## src/rtl/cordic_angle_sched.sv

```systemverilog
// Round-robin scheduler that time-shares one angle core between NUM_CH sample channels
// and folds the core's first-quadrant angle plus quadrant into a full-circle result.
//
// state | meaning
// IDLE  | waiting for any ch_req; grants the first requester at or after rr_ptr
// ISSUE | one-cycle core_start pulse, timeout counter cleared
// WAIT  | waiting for core_valid or timeout
// DONE  | result held on res_* until res_ready
module cordic_angle_sched #(
  parameter int NUM_CH      = 4,
  parameter int CH_W        = 2,
  parameter int TIMEOUT_CYC = 256
) (
  input  logic                   clk,
  input  logic                   rst_n,
  input  logic [NUM_CH-1:0]      ch_req,
  input  logic [16*NUM_CH-1:0]   ch_cx,
  input  logic [16*NUM_CH-1:0]   ch_cy,
  output logic [NUM_CH-1:0]      ch_ack,
  output logic [15:0]            core_cx,
  output logic [15:0]            core_cy,
  output logic                   core_start,
  input  logic [16:0]            core_theta,
  input  logic [1:0]             core_quad,
  input  logic                   core_valid,
  output logic                   res_valid,
  input  logic                   res_ready,
  output logic [CH_W-1:0]        res_ch,
  output logic [17:0]            res_angle,
  output logic [1:0]             res_quad,
  output logic                   res_timeout
);

  localparam int CNT_W = $clog2(TIMEOUT_CYC);
  localparam logic [CNT_W-1:0] CNT_LAST = CNT_W'(TIMEOUT_CYC - 1);
  localparam logic [CH_W:0] NUM_CH_W = (CH_W + 1)'(NUM_CH);
  localparam logic signed [18:0] QUAD_STEP = 19'sd51472;
  localparam logic signed [18:0] FULL_TURN = 19'sd205887;

  typedef enum logic [1:0] {IDLE, ISSUE, WAIT, DONE} state_t;

  state_t state, state_nxt;

  logic [CH_W-1:0]     rr_ptr;
  logic [CH_W-1:0]     cur_ch;
  logic [CH_W-1:0]     gnt_ch;
  logic [CH_W-1:0]     gnt_off;
  logic [CH_W-1:0]     ch_inc;
  logic                gnt_found;
  logic [2*NUM_CH-1:0] req_dbl;
  logic [NUM_CH-1:0]   req_rot;
  logic [CH_W:0]       gnt_sum;
  logic [CH_W:0]       inc_sum;
  logic [CNT_W-1:0]    cnt;
  logic [15:0]         cx_arr [NUM_CH];
  logic [15:0]         cy_arr [NUM_CH];
  logic signed [18:0]  theta_s;
  logic signed [18:0]  theta_c;
  logic signed [18:0]  full;
  logic signed [18:0]  wrapped;

  for (genvar i = 0; i < NUM_CH; i++) begin : g_unpack
    assign cx_arr[i] = ch_cx[16*i +: 16];
    assign cy_arr[i] = ch_cy[16*i +: 16];
  end

  // Rotate requests so bit 0 is rr_ptr, pick the lowest set bit, then rotate back.
  always_comb begin
    req_dbl   = {ch_req, ch_req};
    req_rot   = NUM_CH'(req_dbl >> rr_ptr);
    gnt_found = 1'b0;
    gnt_off   = '0;
    for (int i = NUM_CH - 1; i >= 0; i--) begin
      if (req_rot[i]) begin
        gnt_found = 1'b1;
        gnt_off   = CH_W'(i);
      end
    end
    gnt_sum = {1'b0, rr_ptr} + {1'b0, gnt_off};
    gnt_ch  = (gnt_sum >= NUM_CH_W) ? CH_W'(gnt_sum - NUM_CH_W) : CH_W'(gnt_sum);
    inc_sum = {1'b0, cur_ch} + (CH_W + 1)'(1);
    ch_inc  = (inc_sum >= NUM_CH_W) ? CH_W'(inc_sum - NUM_CH_W) : CH_W'(inc_sum);
  end

  always_comb begin
    theta_s = {{2{core_theta[16]}}, core_theta};
    theta_c = (theta_s < 0) ? 19'sd0 : theta_s;
    full    = $signed({17'd0, core_quad}) * QUAD_STEP + theta_c;
    wrapped = (full >= FULL_TURN) ? full - FULL_TURN : full;
  end

  always_ff @(posedge clk or negedge rst_n) begin
    if (!rst_n) state <= IDLE;
    else        state <= state_nxt;
  end

  always_comb begin
    state_nxt  = state;
    core_start = 1'b0;
    res_valid  = 1'b0;
    case (state)
      IDLE:  if (gnt_found) state_nxt = ISSUE;
      ISSUE: begin
        core_start = 1'b1;
        state_nxt  = WAIT;
      end
      WAIT:  if (core_valid || cnt == CNT_LAST) state_nxt = DONE;
      DONE: begin
        res_valid = 1'b1;
        if (res_ready) state_nxt = IDLE;
      end
      default: state_nxt = IDLE;
    endcase
  end

  always_ff @(posedge clk or negedge rst_n) begin
    if (!rst_n) begin
      ch_ack      <= '0;
      core_cx     <= '0;
      core_cy     <= '0;
      cur_ch      <= '0;
      rr_ptr      <= '0;
      cnt         <= '0;
      res_angle   <= '0;
      res_quad    <= '0;
      res_timeout <= 1'b0;
    end else begin
      ch_ack <= '0;
      case (state)
        IDLE: begin
          if (gnt_found) begin
            ch_ack  <= NUM_CH'(1) << gnt_ch;
            core_cx <= cx_arr[gnt_ch];
            core_cy <= cy_arr[gnt_ch];
            cur_ch  <= gnt_ch;
          end
        end
        ISSUE: cnt <= '0;
        WAIT: begin
          // A valid in the terminal-count cycle still counts as a real result.
          if (core_valid) begin
            res_angle   <= wrapped[17:0];
            res_quad    <= core_quad;
            res_timeout <= 1'b0;
          end else if (cnt == CNT_LAST) begin
            res_angle   <= '0;
            res_quad    <= '0;
            res_timeout <= 1'b1;
          end else begin
            cnt <= cnt + CNT_W'(1);
          end
        end
        DONE: if (res_ready) rr_ptr <= ch_inc;
        default: ;
      endcase
    end
  end

  assign res_ch = cur_ch;

endmodule

```

## config.mk

```make
export PLATFORM = sky130hd
export DESIGN_NAME = cordic_angle_sched
export DESIGN_NICKNAME = d
export VERILOG_FILES = /design/src/rtl/cordic_angle_sched.sv
export SDC_FILE = /design/constraint.sdc
export NUM_CORES = 1
export LEC_CHECK = 0
export BUFFER_PORTS_ARGS = -buffer_cell sky130_fd_sc_hd__buf_2
export CORE_ASPECT_RATIO = 0.8
export CORE_UTILIZATION = 40
export DETAILED_ROUTE_END_ITERATION = 7
export MAX_ROUTING_LAYER = met4
export PLACE_DENSITY_LB_ADDON = 0.12
export SYNTH_ARGS = -nofsm -noshare
export SYNTH_HDL_FRONTEND = slang
export SYNTH_SLANG_ARGS = --single-unit
export TNS_END_PERCENT = 1
```

## constraint.sdc

```tcl
create_clock -name clk -period 3.45 [get_ports clk]
set_input_delay 0.69 -clock clk [delete_from_list [all_inputs] [get_ports clk]]
set_output_delay 0.69 -clock clk [all_outputs]
set_load 0.1 [all_outputs]
```

# Word-level counts from Yosys, hierarchy flattened
# Cells that the tools add are included.
[totals]
reg_bits = 71
latchBits = 0
ram_bits = 0
mem_bits_ro = 0
input_bits = 155
output_inout_bits = 61
elab_cells = 79
mem_count = 0
[op_classes]
n_addsub = 7
multipliers = 1
div_mod_pow = 0
order_cmp = 5
n_eq_ne = 9
shift = 2
n_mux = 35
bitwise = 1
n_reduce_logical = 9
[op_table]
columns = ["operator", "count"]
rows = [
  ["$bmux W16 S2", 2],
  ["$mux W16", 4],
  ["$mux W18", 3],
  ["$mux W2", 11],
  ["$add A19 B19 Y19", 1],
  ["$ge A19 B19 Y1 const B", 1],
  ["$mux W19", 1],
  ["$sub A18 B17 Y18 const B", 1],
  ["$lt A17 B1 Y1 const B", 1],
  ["$mux W8", 2],
  ["$pmux W8 S2", 1],
  ["$mul A2 B12 Y14 const B", 1],
  ["$ne A2 B2 Y1 const B", 5],
  ["$ge A3 B3 Y1 const B", 3],
  ["$add A8 B1 Y8 const B", 1],
  ["$eq A8 B8 Y1 const B", 1],
  ["$mux W1", 8],
  ["$mux W4", 2],
  ["$pmux W2 S4", 1],
  ["$shr A8 B2 Y4", 1],
  ["$reduce_and A2 Y1", 3],
  ["$reduce_and A3 Y1", 2],
  ["$eq A2 B2 Y1 const B", 2],
  ["$reduce_bool A2 Y1", 2],
  ["8 further kinds", 9],
]

# Logic depth before layout (Yosys ltp)
# Gate-level depths: netlist of the first run.
[logic_depth]
word_depth = 12
mapped_depth = 15
depth_no_buf = 12

# Worst setup path after synthesis of the first run
# Ideal clock, no wire load.
[synth_timing]
path_kind = "input to register"
from = "input port core_theta[16]"
to = "register res_angle[12]"
arrival_ps = 3578
required_ps = 3319
path_slack_ps = -259
path_stages = 14
cell_sequence = "buf_2 -> clkbuf_1 -> nor2b_1 -> ha_1 -> fa_1 -> clkbuf_2 -> a31oi_4 -> o21bai_2 -> xor2_2 -> o311a_1 -> a2bb2oi_2 -> buf_6 -> nor4b_1 -> or3_1"
[synth_via]
elab_chain_cells = 6
elab_cells_between_ends = 7
classes_between = "add/sub: 2; order compare: 2; mux: 3"
[synth_rtl]
columns = ["element", "line_no", "rtl"]
rows = [
  ["start, declared", "23", "input logic [16:0] core_theta,"],
  ["$lt A17 B1 Y1", "87", "theta_c = (theta_s < 0) ? 19'sd0 : theta_s;"],
  ["$mux W19 (*)", "87", ""],
  ["$add A19 B19 Y19 (*)", "88", "full = $signed({17'd0, core_quad}) * QUAD_STEP + theta_c;"],
  ["$sub A18 B17 Y18 / $ge A19 B19 Y1 (equally long branches)", "89", "wrapped = (full >= FULL_TURN) ? full - FULL_TURN : full;"],
  ["$mux W18 (*)", "89", ""],
  ["$mux W18 (*)", "141", "if (core_valid) begin"],
  ["end signal, assigned", "142", "res_angle <= wrapped[17:0];"],
  ["end, declared", "29", "output logic [17:0] res_angle,"],
]
# Mark *: on every way between the ends. The rest lies on a longest branch, timed or not.
# A chain may end at the register's enable or synchronous reset.

# Worst setup path in the final report of the first run
[layout_timing]
from = "input port core_quad[0]"
to = "register res_angle[15]"
[layout_via]
elab_chain_cells = 5
elab_cells_between_ends = 6
classes_between = "add/sub: 2; mul: 1; order compare: 1; mux: 2"
[layout_rtl]
columns = ["element", "line_no", "rtl"]
rows = [
  ["start, declared", "24", "input logic [1:0] core_quad,"],
  ["$mul A2 B12 Y14 (*)", "88", ""],
  ["$add A19 B19 Y19 (*)", "88", ""],
  ["$sub A18 B17 Y18 / $ge A19 B19 Y1 (equally long branches)", "89", ""],
  ["$mux W18 (*)", "89", ""],
  ["$mux W18 (*)", "141", ""],
]
# Marked as above.

==> out/metrics.csv, run 1 <==
metric,value,unit
status,completed,
gr ovfl total,0,
DR iter-0 viols,214,
largest net degree at the start of global routing,36,
RSZ-0062 raised after global routing,no,
insertion delay to the later sink of the worst-skew pair,0.32,ns
Post-Syn Nets,628,
"CTS clk-pin slew, worst paths",0.06,ns
I/O Buffers,215,
fin cells,848,
post-CTS sizing,0,
Slew Limit Fails,0,
Initial Util,42.10,%
max-capacitance violation count,0,
Antenna diodes,0,
Hold Buf Count CTS,0,
Root Buffer,clkbuf_16,
crit path DAT,3.42,ns
TNS Setup,0,ns
row cnt,35,
die area,12850,µm²
maximum level of the CTS H-tree,3,
ys async rst share,100.0,%
Seq cells post-synth,71,
CP Launch Point,core_quad[0],
share of cells above drive strength 1,50.86,%
Main synth FF type,dfrtp_1,
CP Class,in2reg,
Final Wtd Congestion,0.8426,
Die X,126.5,µm
"wirelength, routed",13850,µm
post-DP HPWL,11300,µm
Placed Cells,832,
Core Box Area,11780,µm²
endpoints failing hold,0,
count of flip-flops with a built-in enable after synthesis,0,
"Seq/Total Area, Yosys",35.82,%
initial antenna violation count,0,
total track usage,23.10,%
warnings from Yosys,0,
NumNets Final,868,
# DRC,0,
vias in the first global route,4616,
first-pass GRT wire length,22800,µm
worst path required time,3.68,ns
"Distinct cells, synth",70,
Critical Path Source Type,input pin,
Worst R2R Path Depth,11,
Num CTS Buffers,9,
final-report setup violation count,0,
worst-margin pin slew,0.7773,ns
vias per cell,5.353,
"most common cell after layout, fill and taps aside",buf_2,
most frequent cells in the layout,"buf_2 (215), dfrtp_1 (71), nand2_1 (41)",
Final ANT Viol Nets,0,
CTS Buffer Depth,2,
Area Growth Syn to Fin,35.49,%
synthesized area,4960,µm²
Slew headroom,48.06,%
DRT Pass-1 Iters,4,
I/O pins,216,
period utilisation layout,92.38,%
height of the die,101.6,µm
worst r2r src,rr_ptr[0]$_DFFE_PN0P_,
vias,4539,
TritonCTS clock tree,done,
min Tclk post-route,3.187,ns
Post-Synthesis Cells,455,
Hold WC Path Type,in2async,
post-CTS setup buffer count,0,
worst-path maximum fanout,9,
Post-Syn Area per Cell,10.90,µm²
Clock Skew,0.007851,ns
CTS sink cnt,71,
Final Util,57.05,%
achievable frequency,313.8,MHz
DR WL/cell,16.33,µm
Crit. End Element,flip-flop,
## worst paths after layout
| check | end | slack [ns] |
|---|---|---|
| min in group clk | res_angle[14]$_DFFE_PN0P_ | 0.48 |
| setup reg to reg | core_cx[0]$_DFFE_PN0P_ | 0.28 |
| hold / removal | core_cx[12]$_DFFE_PN0P_ | 0.40 |
| setup / recovery | res_angle[15]$_DFFE_PN0P_ | 0.26 |
| hold reg to reg | res_angle[14]$_DFFE_PN0P_ | 0.48 |
| max in group asynchronous | cnt[0]$_DFFE_PN0P_ | 2.24 |
## layer usage
metal	routed length, µm	track usage, %	vias to the layer above
met4	175	5.097	0
met2	6687	38.84	134
met3	694	4.490	12
met5	0	-	-
li1	-	-	2202
met1	6288	29.03	2191
## per-stage QoR
step                cell area [µm²]  setup WS (ns)  hold WS (ns)
floorplan                      5014       0.008382        0.3944
global placement               6435        0.03776        0.4610
detailed placement             6435       -0.08794        0.4711
CTS                            6720         0.2487        0.4141
global route                   6720        0.05811        0.4651
finish                         6720         0.2629        0.4020
## cell type report
cell class	instances	area, µm²
Clock buffer	11	252.7
Multi-Input combinational cell	350	3042
Fill cell	1049	5060
Sequential cell	71	1777
Inverter	8	30.03
Tap cell	148	185.2
Clock inverter	5	32.53
Timing Repair Buffer	255	1401
## worst max-delay path, stage by stage
cell and delay (ns):
buf_2 0.16, inv_1 0.07, ha_1 0.27, inv_1 0.04, ha_1 0.35, a21oi_1 0.23
nand2_1 0.07, or4_1 0.49, a2bb2oi_2 0.18, a2bb2oi_2 0.16, buf_4 0.17, or4b_1 0.44
o211ai_1 0.10
## flip-flops by register name (all words and copies together), names as in the netlist, 2 cells and up
signal     flops
res_angle     18
core_cx       16
core_cy       16
cnt            8
ch_ack         4
res_ch         2
res_quad       2
rr_ptr         2
state          2
## synth_stat cells, drive strengths merged (10+ instances only)
master   n  area, µm²
dfrtp   71       1777
nand2   41      153.9
mux2    34      382.9
mux4    32      720.7
nor2    29      108.9
o21ai   20      100.1
nor2b   19      118.9
ha      17      212.7
nand3   16      80.08
a21oi   15      82.58
clkbuf  15      57.55
buf     11      86.32
xnor2   11      103.9
nor3    10      55.05
## logic make-up after synthesis
kind of cell    after synthesis  share of synthesized area, %
mux                          70                         23.06
fa+ha+maj                    18                         4.692
buf+inv                      34                         3.506
compound gates               89                         13.24
flops                        71                         35.82
simple gates                154                         16.02
xor+xnor                     19                         3.658
Power of run 1 is not shown: default switching activity piles up to over one toggle a cycle in this logic, so the estimate is an artifact.
==> inputs of run 2 (changes only) <==
--- a/config.mk
+++ b/config.mk
@@ -8,6 +8,7 @@
 export BUFFER_PORTS_ARGS = -buffer_cell sky130_fd_sc_hd__buf_2
 export CORE_ASPECT_RATIO = 0.8
 export CORE_UTILIZATION = 40
+export CTS_CLUSTER_SIZE = 20
 export DETAILED_ROUTE_END_ITERATION = 7
 export MAX_ROUTING_LAYER = met4
 export PLACE_DENSITY_LB_ADDON = 0.12
==> constraint.sdc (replaced) <==
create_clock -name clk -period 2.7 [get_ports clk]
set_input_delay 0.54 -clock clk [delete_from_list [all_inputs] [get_ports clk]]
set_output_delay 0.54 -clock clk [all_outputs]
set_load 0.1 [all_outputs]
==> run 2 against run 1 <==
- the run now ends with negative setup slack left
- sequential share of layout area down 2.0 points
- first-iteration DRC count up 19%
- clock skew up 0.00095 ns
- critical path type unchanged
- worst setup slack worse by 0.59 ns
- highest routed layer unchanged
- count of clock-buffer cells in the layout unchanged
==> out/metrics.csv, run 2 (synthesis gave the netlist of run 1 again) <==
metric,value,unit,change
initial antenna violation count,0,,unchanged
met3 GRT Util,4.807,%,was 4.490%
Fill cells,994,,was 1049
worst path required time,2.92,ns,was 3.68 ns
Top reg by flops,res_angle,,unchanged
crit path DAT,3.24,ns,was 3.42 ns
period utilisation layout,112.0,%,
Final Util,61.75,%,was 57.05%
TritonCTS clock tree,done,,unchanged
CTS Buffer Depth,2,,unchanged
post-DP HPWL,11090,µm,was 11300 µm
maximum level of the CTS H-tree,3,,unchanged
vias per cell,5.388,,was 5.353
worst-path maximum fanout,6,,was 9
Final Wtd Congestion,0.8660,,was 0.8426
VDD IR max,1218,µV,
final-report setup violation count,49,,was 0
min Tclk post-route,3.024,ns,
max reg flops,18,,unchanged
Sequential Power Share,16.9,%,
Sw Ratio,54.43,%,
status,"complete, but fails checks",,was completed
die area,12850,µm²,unchanged
worst-margin pin slew,0.5029,ns,was 0.7773 ns
height of the die,101.6,µm,unchanged
"CTS clk-pin slew, worst paths",0.06,ns,about the same
DRT Pass-1 Iters,4,,unchanged
Area Growth Syn to Fin,46.67,%,was 35.49%
Slew headroom,66.35,%,was 48.06%
Num CTS Buffers,9,,unchanged
TNS Setup,-5.451,ns,was 0 ns
clock share of power,10.7,%,
pwr/cell area,1498,nW/µm²,
insertion delay to the later sink of the worst-skew pair,0.34,ns,was 0.32 ns
I/O pins,216,,unchanged
# DRC,0,,unchanged
Largest regs,"res_angle x18, core_cx x16, core_cy x16",,unchanged
vias,4795,,was 4539
final worst slack,-0.3240,ns,was 0.2629 ns
Initial Util,42.10,%,unchanged
fin cells,890,,was 848
most frequent cells in the layout,"buf_2 (212), buf_4 (75), dfrtp_1 (71)",,"was buf_2 (215), dfrtp_1 (71), nand2_1 (41)"
gr ovfl total,0,,unchanged
"most common cell after layout, fill and taps aside",buf_2,,unchanged
I/O Buffers,215,,unchanged
DR iter-0 viols,254,,was 214
Hold WC Path Type,in2async,,unchanged
Core Box Area,11780,µm²,unchanged
leak pwr,3.420,nW,
Antenna diodes,0,,unchanged
met1 Use GR,28.31,%,was 29.03%
CP Class,in2reg,,unchanged
Clock Skew,0.008799,ns,was 0.007851 ns
achievable frequency,330.7,MHz,
share of cells above drive strength 1,55.39,%,was 50.86%
max-capacitance violation count,0,,unchanged
RSZ-0062 raised after global routing,yes,,was no
Pint,4.968,mW,
Hold Buf Count CTS,0,,unchanged
Switch Pwr,5.932,mW,
DR WL/cell,16.25,µm,was 16.33 µm
Root Buffer,clkbuf_16,,unchanged
vias in the first global route,4793,,was 4616
first-pass GRT wire length,22990,µm,was 22800 µm
CTS sink cnt,71,,unchanged
NumNets Final,911,,was 868
Critical Path Source Type,input pin,,unchanged
Slew Limit Fails,0,,unchanged
Final ANT Viol Nets,0,,unchanged
logic gate share of total power,72.4,%,
met2 usage,38.97,%,was 38.84%
row cnt,35,,unchanged
Crit. End Element,flip-flop,,unchanged
"wirelength, routed",14460,µm,was 13850 µm
endpoints failing hold,0,,unchanged
Placed Cells,869,,was 832
Most Crowded Layer GR,met2,,unchanged
largest net degree at the start of global routing,72,,was 36
failing checks,negative setup slack,,
Die X,126.5,µm,unchanged
total track usage,23.70,%,was 23.10%
## run 2: cell count changes in the layout (fill, tap and decap cells not counted), sizes merged
cell	before	now
clkinvlp	3	1
buf	255	296
clkbuf	11	13
bufinv	0	1
## run 2: final cells by class
type	instances	area, µm²	share of cell area, %
clock buffers	11	232.7	3.199
clock inverters	4	47.55	0.6536
inverters	8	30.03	0.4128
multi-input cells	350	3206	44.07
flip-flops and latches	71	1777	24.42
well taps	148	185.2	2.546
repair buffers	298	1797	24.70
## run 2: critical path: stages
cell and delay, ns:
buf_6 0.09, nor2b_4 0.12, ha_4 0.16, fa_2 0.39, a31oi_4 0.28, a21oi_2 0.10, or4_1 0.51, a2bb2oi_2 0.19
a2bb2oi_4 0.26, clkbuf_16 0.20, nand3_2 0.06, a221o_1 0.33
## run 2: repair_timing
item,CTS,global route
cloned,0,1
setup buffers,1,4
endpoints found under the setup margin,49,50
pin swaps,9,17
gates resized for setup,13,25
## run 2: power groups by stage
stage / Clock [mW] / Combinational [mW] / Sequential [mW]
final: 1.16 / 7.89 / 1.84
after global routing: 1.22 / 8.33 / 1.91
after CTS: 1.19 / 7.90 / 1.85
after detailed placement: 0 / 7.83 / 1.86
after global placement: 0 / 7.71 / 1.84
after floorplan: 0 / 3.32 / 4.88
## run 2: metrics by stage
stage / hold WS, ns / worst slack (ns) / power, mW / cell area (µm²)
6_report: 0.2203 / -0.3240 / 10.90 / 7274
5_1_grt: 0.2618 / -0.3966 / 11.46 / 7274
4_1_cts: 0.2396 / -0.2145 / 10.94 / 7077
3_5_place_dp: 0.4695 / -0.6360 / 9.695 / 6738
3_3_place_gp: 0.4625 / -0.5845 / 9.557 / 6738
2_1_floorplan: 0.2444 / -0.5916 / 8.205 / 5014
## run 2: per-layer routing
| layer | part of all wire, % | routed length [µm] |
|---|---|---|
| met3 | 4.8 | 695 |
| met1 | 43 | 6154 |
| met5 | 0 | 0 |
| met4 | 3.1 | 444 |
| met2 | 50 | 7168 |
## run 2: path summary, 6_finish.rpt
path / start / endpoint / slack, ns / depth (start not counted)
setup / recovery: core_theta[4] / res_angle[7]$_DFFE_PN0P_ / -0.32 / 12
hold / removal: rst_n / core_cx[14]$_DFFE_PN0P_ / 0.22 / 2
setup reg to reg: rr_ptr[0]$_DFFE_PN0P_ / core_cy[9]$_DFFE_PN0P_ / -0.09 / 11
hold reg to reg: res_angle[14]$_DFFE_PN0P_ / res_angle[14]$_DFFE_PN0P_ / 0.48 / 2
max in group asynchronous: rst_n / core_cy[1]$_DFFE_PN0P_ / 2.16 / 2
min in group clk: res_ready / rr_ptr[1]$_DFFE_PN0P_ / 0.45 / 2
No activity file was read; power rests on OpenSTA's default activity.
==> inputs of run 3 (changes only) <==
==> constraint.sdc (replaced) <==
create_clock -name clk -period 3.9 [get_ports clk]
set_input_delay 0.78 -clock clk [delete_from_list [all_inputs] [get_ports clk]]
set_output_delay 0.78 -clock clk [all_outputs]
set_load 0.1 [all_outputs]
==> run 3 against run 2 <==
- the flow now finishes without violations
- non-clock buffer count is 66 lower
- largest cell class unchanged
- critical endpoint unchanged
- first-iteration DRC count is 17% lower
- register-to-register slack better by 0.58 ns
- critical path depth stayed put
- flip-flop and latch count stayed put
- via count is 6.0% lower
- sequential share of layout area is 2.8 points higher
- cell count is 7.2% lower
- routed wire length is 4.8% lower
==> out/metrics.csv, run 3 (synthesis gave the netlist of run 1 again) <==
metric,value,unit,change
vias in the first global route,4545,,was 4793
row cnt,35,,unchanged
Final ANT Viol Nets,0,,unchanged
Area Growth Syn to Fin,31.74,%,was 46.67%
Largest regs,"res_angle x18, core_cx x16, core_cy x16",,unchanged
DRT Pass-1 Iters,5,,was 4
I/O Buffers,215,,unchanged
TNS Setup,0,ns,was -5.451 ns
CTS Buffer Depth,2,,unchanged
post-CTS setup buffer count,0,,was 1
Hold WC Path Type,in2async,,unchanged
NumNets Final,845,,was 911
Num CTS Buffers,9,,unchanged
multi-input logic area,3020,µm²,was 3206 µm²
worst path required time,4.11,ns,was 2.92 ns
# DRC,0,,unchanged
worst r2r src,rr_ptr[0]$_DFFE_PN0P_,,unchanged
first-pass GRT wire length,22320,µm,was 22990 µm
sequential cell area,1777,µm²,unchanged
post-CTS sizing,0,,was 13
area post-placement,6254,µm²,was 6738 µm²
status,completed,,"was complete, but fails checks"
Crit. End Element,flip-flop,,unchanged
I/O pins,216,,unchanged
min Tclk post-route,3.482,ns,
maximum level of the CTS H-tree,3,,unchanged
Final Wtd Congestion,0.8377,,was 0.8660
Core Box Area,11780,µm²,unchanged
RSZ-0062 raised after global routing,no,,was yes
Critical Path Source Type,input pin,,unchanged
insertion delay to the later sink of the worst-skew pair,0.33,ns,was 0.34 ns
gr ovfl total,0,,unchanged
Hold Buf Count CTS,0,,unchanged
CTS sink cnt,71,,unchanged
endpoints failing hold,0,,unchanged
Die X,126.5,µm,unchanged
crit path DAT,3.70,ns,was 3.24 ns
DR iter-0 viols,210,,was 254
DR WL/cell,16.67,µm,was 16.25 µm
worst-path maximum fanout,22,,was 6
height of the die,101.6,µm,unchanged
Worst path max stage delay,0.53,ns,was 0.51 ns
initial antenna violation count,0,,unchanged
Worst R2R End,core_cx[6]$_DFFE_PN0P_,,was core_cy[9]$_DFFE_PN0P_
total track usage,23.09,%,was 23.70%
Slew Limit Fails,0,,unchanged
share of cells above drive strength 1,48.15,%,was 55.39%
Fill cells,1032,,was 994
"wirelength, routed",13770,µm,was 14460 µm
"most common cell after layout, fill and taps aside",buf_2,,unchanged
period utilisation layout,89.28,%,
Initial Util,42.10,%,unchanged
vias,4505,,was 4795
Worst R2R Path Depth,11,,unchanged
max-capacitance violation count,0,,unchanged
final-report setup violation count,0,,was 49
TritonCTS clock tree,done,,unchanged
post-DP HPWL,10980,µm,was 11090 µm
vias per cell,5.454,,was 5.388
slowest CP cell,fa_1,,was or4_1
worst-path cell chain,buf_2 -> nor2b_1 -> ha_1 -> fa_1 -> a31oi_4 -> a21oi_2 -> or4_1 -> a2bb2oi_1 -> a2bb2oi_2 -> buf_12 -> nand3_1 -> a221o_1,,was buf_6 -> nor2b_4 -> ha_4 -> fa_2 -> a31oi_4 -> a21oi_2 -> or4_1 -> a2bb2oi_2 -> a2bb2oi_4 -> clkbuf_16 -> nand3_2 -> a221o_1
Top reg by flops,res_angle,,unchanged
Slew headroom,44.20,%,was 66.35%
fin area,6534,µm²,was 7274 µm²
Final Util,55.46,%,was 61.75%
die area,12850,µm²,unchanged
achievable frequency,287.2,MHz,
"CTS clk-pin slew, worst paths",0.06,ns,about the same
Clock Skew,0.005904,ns,was 0.008799 ns
most frequent cells in the layout,"buf_2 (215), dfrtp_1 (71), nand2_1 (41)",,"was buf_2 (212), buf_4 (75), dfrtp_1 (71)"
Root Buffer,clkbuf_16,,unchanged
max reg flops,18,,unchanged
worst-margin pin slew,0.8370,ns,was 0.5029 ns
CP Class,in2reg,,unchanged
register-to-register setup slack,0.49,ns,was -0.09 ns
largest net degree at the start of global routing,48,,was 72
==> run 3: worst max-delay path, delay by kind of cell <==
| kind | cells | cell delay (ns) |
|---|---|---|
| simple gates | 3 | 0.63 |
| fa+ha+maj | 2 | 0.77 |
| compound gates | 5 | 1.09 |
| buf+inv | 2 | 0.42 |
==> run 3: through the flow <==
stage / hold slack, ns / setup WS, ns / std cells
CTS: 0.4404 / 0.4257 / 825
finish: 0.4434 / 0.4183 / 826
detailed placement: 0.4757 / 0.07238 / 809
global placement: 0.4686 / 0.1528 / 809
floorplan: 0.4680 / 0.1006 / 455
global route: 0.4699 / 0.2079 / 825
==> run 3: layout make-up <==
class | instances | share of cell area [%]
Antenna cell | 1 | 0.03830
Clock buffer | 13 | 3.983
Clock inverter | 3 | 0.2681
Inverter | 8 | 0.4596
Multi-Input combinational cell | 350 | 46.23
Sequential cell | 71 | 27.19
Tap cell | 148 | 2.834
Timing Repair Buffer | 232 | 19.00
==> run 3: how the worst max path moves through the flow <==
stage | start | endpoint | slack, ns | cells past startpoint
4_1_cts | core_theta[16] | res_angle[7]$_DFFE_PN0P_ | 0.43 | 12
2_1_floorplan | core_theta[16] | res_angle[12]$_DFFE_PN0P_ | 0.10 | 14
3_3_place_gp | core_theta[16] | res_angle[7]$_DFFE_PN0P_ | 0.15 | 12
5_1_grt | core_theta[16] | res_angle[7]$_DFFE_PN0P_ | 0.21 | 13
3_5_place_dp | core_theta[16] | res_angle[7]$_DFFE_PN0P_ | 0.07 | 12
6_report | core_theta[16] | res_angle[7]$_DFFE_PN0P_ | 0.42 | 12
==> run 3: metal layers <==
metal  global-route usage [%]  wire length (µm)  vias to the layer above  part of all wire (%)
li1                         -                 -                     2151                     -
met1                    30.04              6407                     2203                    47
met2                    36.17              6433                      137                    47
met3                    6.022               785                       14                   5.7
met4                    5.375               146                        0                   1.1
met5                        -                 0                        -                     0
Power of run 3 is left out for the same reason.
